==> src/rtl/tof_digit_assembler_if.sv <==
`default_nettype none
// ============================================================================
// Module : tof_digit_assembler_if
// Brief  : Code-word input and packed-digit output bundle for the assembler.
// Rev    : 1.0
// ============================================================================
interface tof_digit_assembler_if #(
  parameter int NDIGITS = 4,
  parameter int CNTW    = 8
);
  logic [4:0]           code;
  logic                 det;
  logic                 in_valid;
  logic                 in_ready;
  logic [4*NDIGITS-1:0] digits;
  logic                 out_valid;
  logic                 out_ready;
  logic                 err_pulse;
  logic [CNTW-1:0]      err_cnt;
  logic                 cnt_clr;

  modport master (
    output code, det, in_valid, out_ready, cnt_clr,
    input  in_ready, digits, out_valid, err_pulse, err_cnt
  );

  modport slave (
    input  code, det, in_valid, out_ready, cnt_clr,
    output in_ready, digits, out_valid, err_pulse, err_cnt
  );
endinterface
`default_nettype wire

==> src/rtl/tof_digit_assembler.sv <==
`default_nettype none
// ============================================================================
// Module : tof_digit_assembler
// Brief  : Decodes checked two-out-of-five words and packs NDIGITS BCD digits.
// Rev    : 1.0
// ============================================================================
module tof_digit_assembler #(
  parameter int NDIGITS = 4,
  parameter int CNTW    = 8
) (
  input  logic                   clk_i,
  input  logic                   rst_i,
  tof_digit_assembler_if.slave   bus
);
  localparam int              W_DIG    = 4 * NDIGITS;
  localparam int              IDXW     = (NDIGITS > 1) ? $clog2(NDIGITS) : 1;
  localparam logic [IDXW-1:0] LAST_IDX = IDXW'(NDIGITS - 1);
  localparam logic [CNTW-1:0] CNT_MAX  = {CNTW{1'b1}};

  typedef enum logic [0:0] {
    COLLECT = 1'b0,
    HOLD    = 1'b1
  } state_t;

  state_t           state_q;
  logic [IDXW-1:0]  idx_q;
  logic [W_DIG-1:0] shift_q;
  logic [W_DIG-1:0] shift_d;
  logic [W_DIG-1:0] digits_q;
  logic             out_valid_q;
  logic             err_pulse_q;
  logic [CNTW-1:0]  err_cnt_q;

  logic [3:0]       digit;
  logic             code_ok;
  logic             accept;
  logic             good_accept;
  logic             err_accept;

  always_comb begin
    digit   = 4'd0;
    code_ok = 1'b1;
    case (bus.code)
      5'b00011: digit = 4'd1;
      5'b00101: digit = 4'd2;
      5'b00110: digit = 4'd3;
      5'b01001: digit = 4'd4;
      5'b01010: digit = 4'd5;
      5'b01100: digit = 4'd6;
      5'b10001: digit = 4'd7;
      5'b10010: digit = 4'd8;
      5'b10100: digit = 4'd9;
      5'b11000: digit = 4'd0;
      default:  code_ok = 1'b0;
    endcase
  end

  // A code outside the ten legal patterns is an error even if DET missed it.
  assign accept      = bus.in_valid && (state_q == COLLECT);
  assign good_accept = accept && !bus.det && code_ok;
  assign err_accept  = accept && (bus.det || !code_ok);
  assign shift_d     = {shift_q[W_DIG-5:0], digit};

  always_ff @(posedge clk_i) begin
    if (rst_i) begin
      state_q     <= COLLECT;
      idx_q       <= '0;
      shift_q     <= '0;
      digits_q    <= '0;
      out_valid_q <= 1'b0;
      err_pulse_q <= 1'b0;
      err_cnt_q   <= '0;
    end else begin
      err_pulse_q <= err_accept;

      if (bus.cnt_clr) begin
        err_cnt_q <= err_accept ? CNTW'(1) : '0;
      end else if (err_accept && (err_cnt_q != CNT_MAX)) begin
        err_cnt_q <= err_cnt_q + CNTW'(1);
      end

      case (state_q)
        COLLECT: begin
          if (good_accept) begin
            shift_q <= shift_d;
            if (idx_q == LAST_IDX) begin
              digits_q    <= shift_d;
              out_valid_q <= 1'b1;
              state_q     <= HOLD;
              idx_q       <= '0;
            end else begin
              idx_q <= idx_q + IDXW'(1);
            end
          end else if (err_accept) begin
            idx_q   <= '0;
            shift_q <= '0;
          end
        end
        HOLD: begin
          if (bus.out_ready) begin
            out_valid_q <= 1'b0;
            state_q     <= COLLECT;
          end
        end
        default: state_q <= COLLECT;
      endcase
    end
  end

  assign bus.in_ready  = (state_q == COLLECT);
  assign bus.digits    = digits_q;
  assign bus.out_valid = out_valid_q;
  assign bus.err_pulse = err_pulse_q;
  assign bus.err_cnt   = err_cnt_q;
endmodule
`default_nettype wire

==> src/flat_wrapper.sv <==
// flat-port wrapper written by rule: the top's interface ports become plain ports
module tof_digit_assembler_flat 
#(
  parameter int NDIGITS = 4,
  parameter int CNTW    = 8
)
  (clk_i, rst_i, bus_code, bus_det, bus_in_valid, bus_out_ready, bus_cnt_clr, bus_in_ready, bus_digits, bus_out_valid, bus_err_pulse, bus_err_cnt);
  tof_digit_assembler_if #(.NDIGITS(NDIGITS), .CNTW(CNTW)) bus_i ();
  input  logic clk_i;
  input  logic rst_i;
  input wire logic [$bits(bus_i.code)-1:0] bus_code;
  input wire logic [$bits(bus_i.det)-1:0] bus_det;
  input wire logic [$bits(bus_i.in_valid)-1:0] bus_in_valid;
  input wire logic [$bits(bus_i.out_ready)-1:0] bus_out_ready;
  input wire logic [$bits(bus_i.cnt_clr)-1:0] bus_cnt_clr;
  output wire logic [$bits(bus_i.in_ready)-1:0] bus_in_ready;
  output wire logic [$bits(bus_i.digits)-1:0] bus_digits;
  output wire logic [$bits(bus_i.out_valid)-1:0] bus_out_valid;
  output wire logic [$bits(bus_i.err_pulse)-1:0] bus_err_pulse;
  output wire logic [$bits(bus_i.err_cnt)-1:0] bus_err_cnt;
  assign bus_i.code = bus_code;
  assign bus_i.det = bus_det;
  assign bus_i.in_valid = bus_in_valid;
  assign bus_i.out_ready = bus_out_ready;
  assign bus_i.cnt_clr = bus_cnt_clr;
  assign bus_in_ready = bus_i.in_ready;
  assign bus_digits = bus_i.digits;
  assign bus_out_valid = bus_i.out_valid;
  assign bus_err_pulse = bus_i.err_pulse;
  assign bus_err_cnt = bus_i.err_cnt;
  tof_digit_assembler #(.NDIGITS(NDIGITS), .CNTW(CNTW)) u_core (.clk_i(clk_i), .rst_i(rst_i), .bus(bus_i));
endmodule
==> config.mk <==
export PLATFORM = sky130hd
export DESIGN_NAME = tof_digit_assembler_flat
export DESIGN_NICKNAME = d
export VERILOG_FILES = /design/src/rtl/tof_digit_assembler_if.sv /design/src/rtl/tof_digit_assembler.sv /design/src/flat_wrapper.sv
export SDC_FILE = /design/constraint.sdc
export NUM_CORES = 1
export LEC_CHECK = 0
export CORE_MARGIN = 2
export CORE_UTILIZATION = 50
export CTS_CLUSTER_DIAMETER = 50
export DETAILED_ROUTE_END_ITERATION = 10
export DONT_BUFFER_PORTS = 1
export GPL_TIMING_DRIVEN = 0
export SLEW_MARGIN = 15
export SYNTH_ARGS = -nofsm -noshare
export SYNTH_HDL_FRONTEND = slang
export SYNTH_SLANG_ARGS = --single-unit
==> constraint.sdc <==
create_clock -name clk_i -period 2.7 [get_ports clk_i]
set_input_delay 0.135 -clock clk_i [delete_from_list [all_inputs] [get_ports clk_i]]
set_output_delay 0.135 -clock clk_i [all_outputs]
set_load 0.01 [all_outputs]
# Yosys cells after proc, flatten, opt, wreduce, memory -nomap -nowiden

Index checks and enable logic that the tools add are counted.

Register bits: 41
Output and inout bits: 27

Add/subtract/negate cells: 2
Eq/ne operators: 15
Mux-type cells: 18
Bitwise operators: 1
Reductions and logical operators: 14

Operators by type and width:

| operator            | number |
|---|---|
| $pmux 4 s9          | 1 |
| $mux 12             | 2 |
| $eq 5x5->1 const B  | 4 |
| $mux 8              | 2 |
| $eq 5x4->1 const B  | 3 |
| $eq 5x3->1 const B  | 2 |
| $reduce_or 10->1    | 1 |
| $add 8x1->8 const B | 1 |
| $mux 1              | 8 |
| $ne 8x8->1 const B  | 1 |
| $mux 2              | 3 |
| $reduce_and 3->1    | 2 |
| $eq 5x2->1 const B  | 1 |
| $logic_and 1x1->1   | 5 |
| $ne 2x1->1 const B  | 2 |
| $pmux 1 s2          | 2 |
| $reduce_bool 2->1   | 2 |
| $add 2x1->2 const B | 1 |
| $eq 2x2->1 const B  | 1 |
| $logic_not 1->1     | 2 |
| $ne 2x2->1 const B  | 1 |
| $reduce_and 2->1    | 1 |
| $logic_or 1x1->1    | 1 |
| $not 1->1           | 1 |

# Logic depth before layout (Yosys ltp)

Word-level depth: 9
Depth in mapped cells: 8
Depth with buffers taken out: 5

# Worst setup path after synthesis

Ideal clock, no wire load.

Path kind: register -> register
From: reg u_core.err_cnt_q[0], in the netlist u_core.bus.err_cnt[0]
To: reg u_core.err_cnt_q[7], in the netlist u_core.bus.err_cnt[7]
Data arrival time: 1.423 ns
Required time: 2.630 ns
Setup slack: 1.207 ns
Stages on the path, launching flop included: 6
Path through: dfxtp_1 > ha_1 > a41oi_1 > nand4_1 > or3_1 > a21oi_1

Cells in the longest elaborated chain, start to end: 3

RTL lines:

| element                                            | line                                                 | RTL |
|---|---|---|
| from (decl)                                        | tof_digit_assembler.sv:32                            | `logic [CNTW-1:0] err_cnt_q;` |
| from (signal assigned)                             | tof_digit_assembler.sv:77                            | `err_cnt_q <= err_accept ? CNTW'(1) : '0;` |
| from (signal assigned)                             | tof_digit_assembler.sv:79                            | `err_cnt_q <= err_cnt_q + CNTW'(1);` |
| $add 8x1->8 / $ne 8x8->1 (equally long branches)   | tof_digit_assembler.sv:79, tof_digit_assembler.sv:78 |  |
| $mux 8 / $logic_and 1x1->1 (equally long branches) | tof_digit_assembler.sv:78                            | `end else if (err_accept && (err_cnt_q != CNT_MAX)) begin` |
| $mux 8 / $reduce_bool 2->1 (equally long branches) | -                                                    |  |

Parallel ways exist; a longest one is shown, timed or not. The select of a mux whose other input is x is not followed.
A chain may end at the register's enable or synchronous reset.

# Worst setup path after layout

From: reg u_core.err_cnt_q[2], in the netlist u_core.bus.err_cnt[2]
To: reg u_core.err_cnt_q[1], in the netlist u_core.bus.err_cnt[1]

Cells in the longest elaborated chain, start to end: 3

RTL lines:

| element                     | line |
|---|---|
| $ne 8x8->1                  | tof_digit_assembler.sv:78 |
| $logic_and 1x1->1           | tof_digit_assembler.sv:78 |
| $reduce_bool 2->1 (no line) | - |

Every way passes these cells.

==> run metrics <==
number of flops mapped to enable cells by yosys=0; VDD IR max=0.000287 V; register area share after synthesis=0.435; count of different cell masters after synthesis=40; Bufs and invs on worst path=0; Rows=22; CTS tree=yes; f_max=slightly below 600 MHz; clock tree buffer depth=2; Vias=1511; drt wl/cell=14.5 um; Nets=~230; antenna violations before repair=0; ranking of synthesized cells by area=dfxtp_1, mux2i_1, a21oi_1, nand3_1, nand2_1; dpl ws=1.04 ns; Async SR Flop Fraction=0; reg2reg path depth=5; Max-cap violations=0; hpwl dp=2900 um; clock buffer count from CTS=5; layout cells sized above 1=0.119; outcome=completed; Yosys Warn Count=0; hold path depth=2; critical path required time=~2.9 ns; crit path max-delay cell type=dfxtp_1; Die Height=roughly 65 um; PortBufs=0; core region area=between 0.003 and 0.004 sq mm; number of H-tree levels=2; number of hold violations in the final report=0; grt ovf=0; cell total after placement=between 200 and 300; CP Launch Type=flop; Final Max Slew Viols=0; R2R Path End=u_core.bus.err_cnt[1]$_SDFFE_PP0P_; worst path cell trace=and4_1 -> nand3_1 -> o21ai_0 -> o21ai_0 -> a21oi_1; critical path class=reg2reg; Yosys reg bits=41; Worst Tran Pin Value=0.501 ns; Detail Route Antenna Nets=0; hold buffer count at CTS=0; synthesized cell area=~0.0019 sq mm; Worst Setup Slack, final=between 1 and 1.5 ns; CTS root buffer=clkbuf_8; CP peak stage delay=0.45 ns; number of antenna diodes=0; CP Capture Type=flop; Hold Crit Class=in2reg; vias in the first global route=between 1000 and 1500; Final setup viols=0; PwrDens=550 mW/mm^2; Filler cells=365; CP most frequent cell=o21ai_0; CP arrival=between 1.5 and 2 ns; Hold Path End=u_core.state_q$_SDFF_PP0_; post-cts sizing count=0; cells after synthesis=211; RSZ-0062 raised after global routing=no; WHS=0.0230 ns; die area=~0.0043 sq mm; clk_skew=0.00781 ns; Lkg Pwr=0.809 nW; Final TNS setup=0 ns; hold wc startpoint=bus_out_ready; initial core utilization=0.519; clock latency on the worst-skew pair=0.29 ns; area growth from synthesis to layout=8.29%; worst reg-to-reg setup slack=1.02 ns; Vias/cell=5.66; syn avg cell area=8.94 sq um; Power Total=1.12 mW; clock transition at the registers of the reported paths=~0.070 ns; Detailed Route WL=a little under 4000 um; cell family with the largest share of critical-path delay=compound AO/OA/AOI/OAI gates; DRC Markers=0; initial DRC count=between 90 and 100; Tcrit/Tclk final=0.622; die span in x=around 65 um; post-synth top area cell=dfxtp_1; GP Congestion=around 0.78; # clock sinks=41; Relative slew margins=0.661; DRT Pass-1 Iters=4; Tmin final=1.68 ns; post-synth top area share=0.435; Final Instance Count excl. Fillers=roughly 270; R2R Path Start=u_core.bus.err_cnt[2]$_SDFFE_PP0P_; Syn Nets=224; first-pass GRT wire length=about 6600 um; setup bufs post-CTS=0; I/O pin cnt=38; Total GRT Usage=0.201; CP Max Fanout=6; pin count of the biggest net entering global routing=14; top_reg_cell synth=dfxtp_1
## cell type report
type	count	area, sq um	area share
Inverter	3	11.3	0.00551
Buffer	18	123	0.0600
Multi-Input combinational cell	149	931	0.456
Clock inverter	2	13.8	0.00674
Sequential cell	41	821	0.402
Clock buffer	6	82.6	0.0404
Tap cell	48	60.1	0.0294
## worst max path at each step
stage	from	endpoint	slack (ns)	cells past startpoint
after floorplan	u_core.bus.err_cnt[0]$_SDFFE_PP0P_	u_core.bus.err_cnt[7]$_SDFFE_PP0P_	1.21	5
after global placement	u_core.bus.err_cnt[0]$_SDFFE_PP0P_	u_core.bus.err_cnt[7]$_SDFFE_PP0P_	1.08	5
after detailed placement	u_core.bus.err_cnt[2]$_SDFFE_PP0P_	u_core.bus.err_cnt[1]$_SDFFE_PP0P_	1.04	5
after CTS	u_core.bus.err_cnt[2]$_SDFFE_PP0P_	u_core.bus.err_cnt[1]$_SDFFE_PP0P_	1.03	5
after global routing	u_core.bus.err_cnt[3]$_SDFFE_PP0P_	u_core.bus.err_cnt[1]$_SDFFE_PP0P_	0.86	5
final	u_core.bus.err_cnt[2]$_SDFFE_PP0P_	u_core.bus.err_cnt[1]$_SDFFE_PP0P_	1.02	5
## cell usage after synthesis, types with 2 or more instances
master	number
nand4_1	2
dfxtp_1	41
nor2_1	18
nor3_1	2
inv_1	3
o21ai_0	13
buf_6	5
a21oi_1	22
clkbuf_1	6
buf_4	4
or3_1	6
a31oi_1	2
ha_1	2
nand3_1	20
buf_2	2
mux2i_1	16
or4_1	2
xor2_1	5
nand2_1	19
## through the flow
| stage | area [sq um] | utilization |
|---|---|---|
| 3_5_place_dp | 1950 | 0.535 |
| 6_report | 2040 | 0.562 |
| 3_3_place_gp | 1950 | 0.535 |
| 5_1_grt | 2040 | 0.562 |
| 2_1_floorplan | 1890 | - |
| 4_1_cts | 2040 | 0.562 |
## worst reg2reg max path: stages (launching register included)
cell	delay [ns]
dfxtp_1	0.45
and4_1	0.28
nand3_1	0.16
o21ai_0	0.38
o21ai_0	0.17
a21oi_1	0.17
## flip-flops by register name, indices dropped and copies added (netlist names)
register / flops
u_core.bus.err_cnt: 8
u_core.bus.digits: 16
u_core.state_q: 1
u_core.shift_q: 12
u_core.bus.out_valid: 1
u_core.bus.err_pulse: 1
u_core.idx_q: 2
## routing by layer
metal | vias to the layer above | share of wire | track usage
li1 | 758 | - | -
met1 | 708 | 0.44 | 0.244
met2 | 39 | 0.48 | 0.338
met3 | 6 | 0.060 | 0.0668
met4 | 0 | 0.013 | 0.0573
met5 | - | 0 | 0
## cells in the final DEF (no fill, tap or decap), drive strengths merged
| cell type | n |
|---|---|
| a21oi | 22 |
| a22oi | 1 |
| a31o | 1 |
| a31oi | 3 |
| a41oi | 1 |
| and3 | 1 |
| and4 | 1 |
| and4bb | 2 |
| buf | 12 |
| clkbuf | 12 |
| clkinv | 2 |
| dfxtp | 41 |
| ha | 2 |
| inv | 3 |
| mux2i | 16 |
| nand2 | 19 |
| nand2b | 1 |
| nand3 | 20 |
| nand3b | 1 |
| nand4 | 2 |
| nor2 | 18 |
| nor2b | 1 |
| nor3 | 2 |
| nor3b | 1 |
| nor4b | 1 |
| nor4bb | 1 |
| o211ai | 1 |
| o21ai | 13 |
| o21bai | 1 |
| or2 | 1 |
| or2b | 1 |
| or3 | 6 |
| or3b | 1 |
| or4 | 2 |
| or4b | 1 |
| xor2 | 5 |
## cells by family after synthesis
family,synth area share
xor gates and xnor gates,0.0232
adders and majority gates,0.0133
DFF,0.435
AOI/OAI and AO/OA,0.141
and+or+nand+nor,0.232
muxes,0.0849
buffers and inverters,0.0710
## power breakdown
part / switching [mW] / internal [mW] / total, mW
clock network: 0.211 / 0.207 / 0.418
logic: 0.0556 / 0.0343 / 0.0899
registers: 0.00610 / 0.609 / 0.615
Note: power is estimated with default switching activity, not from simulation.
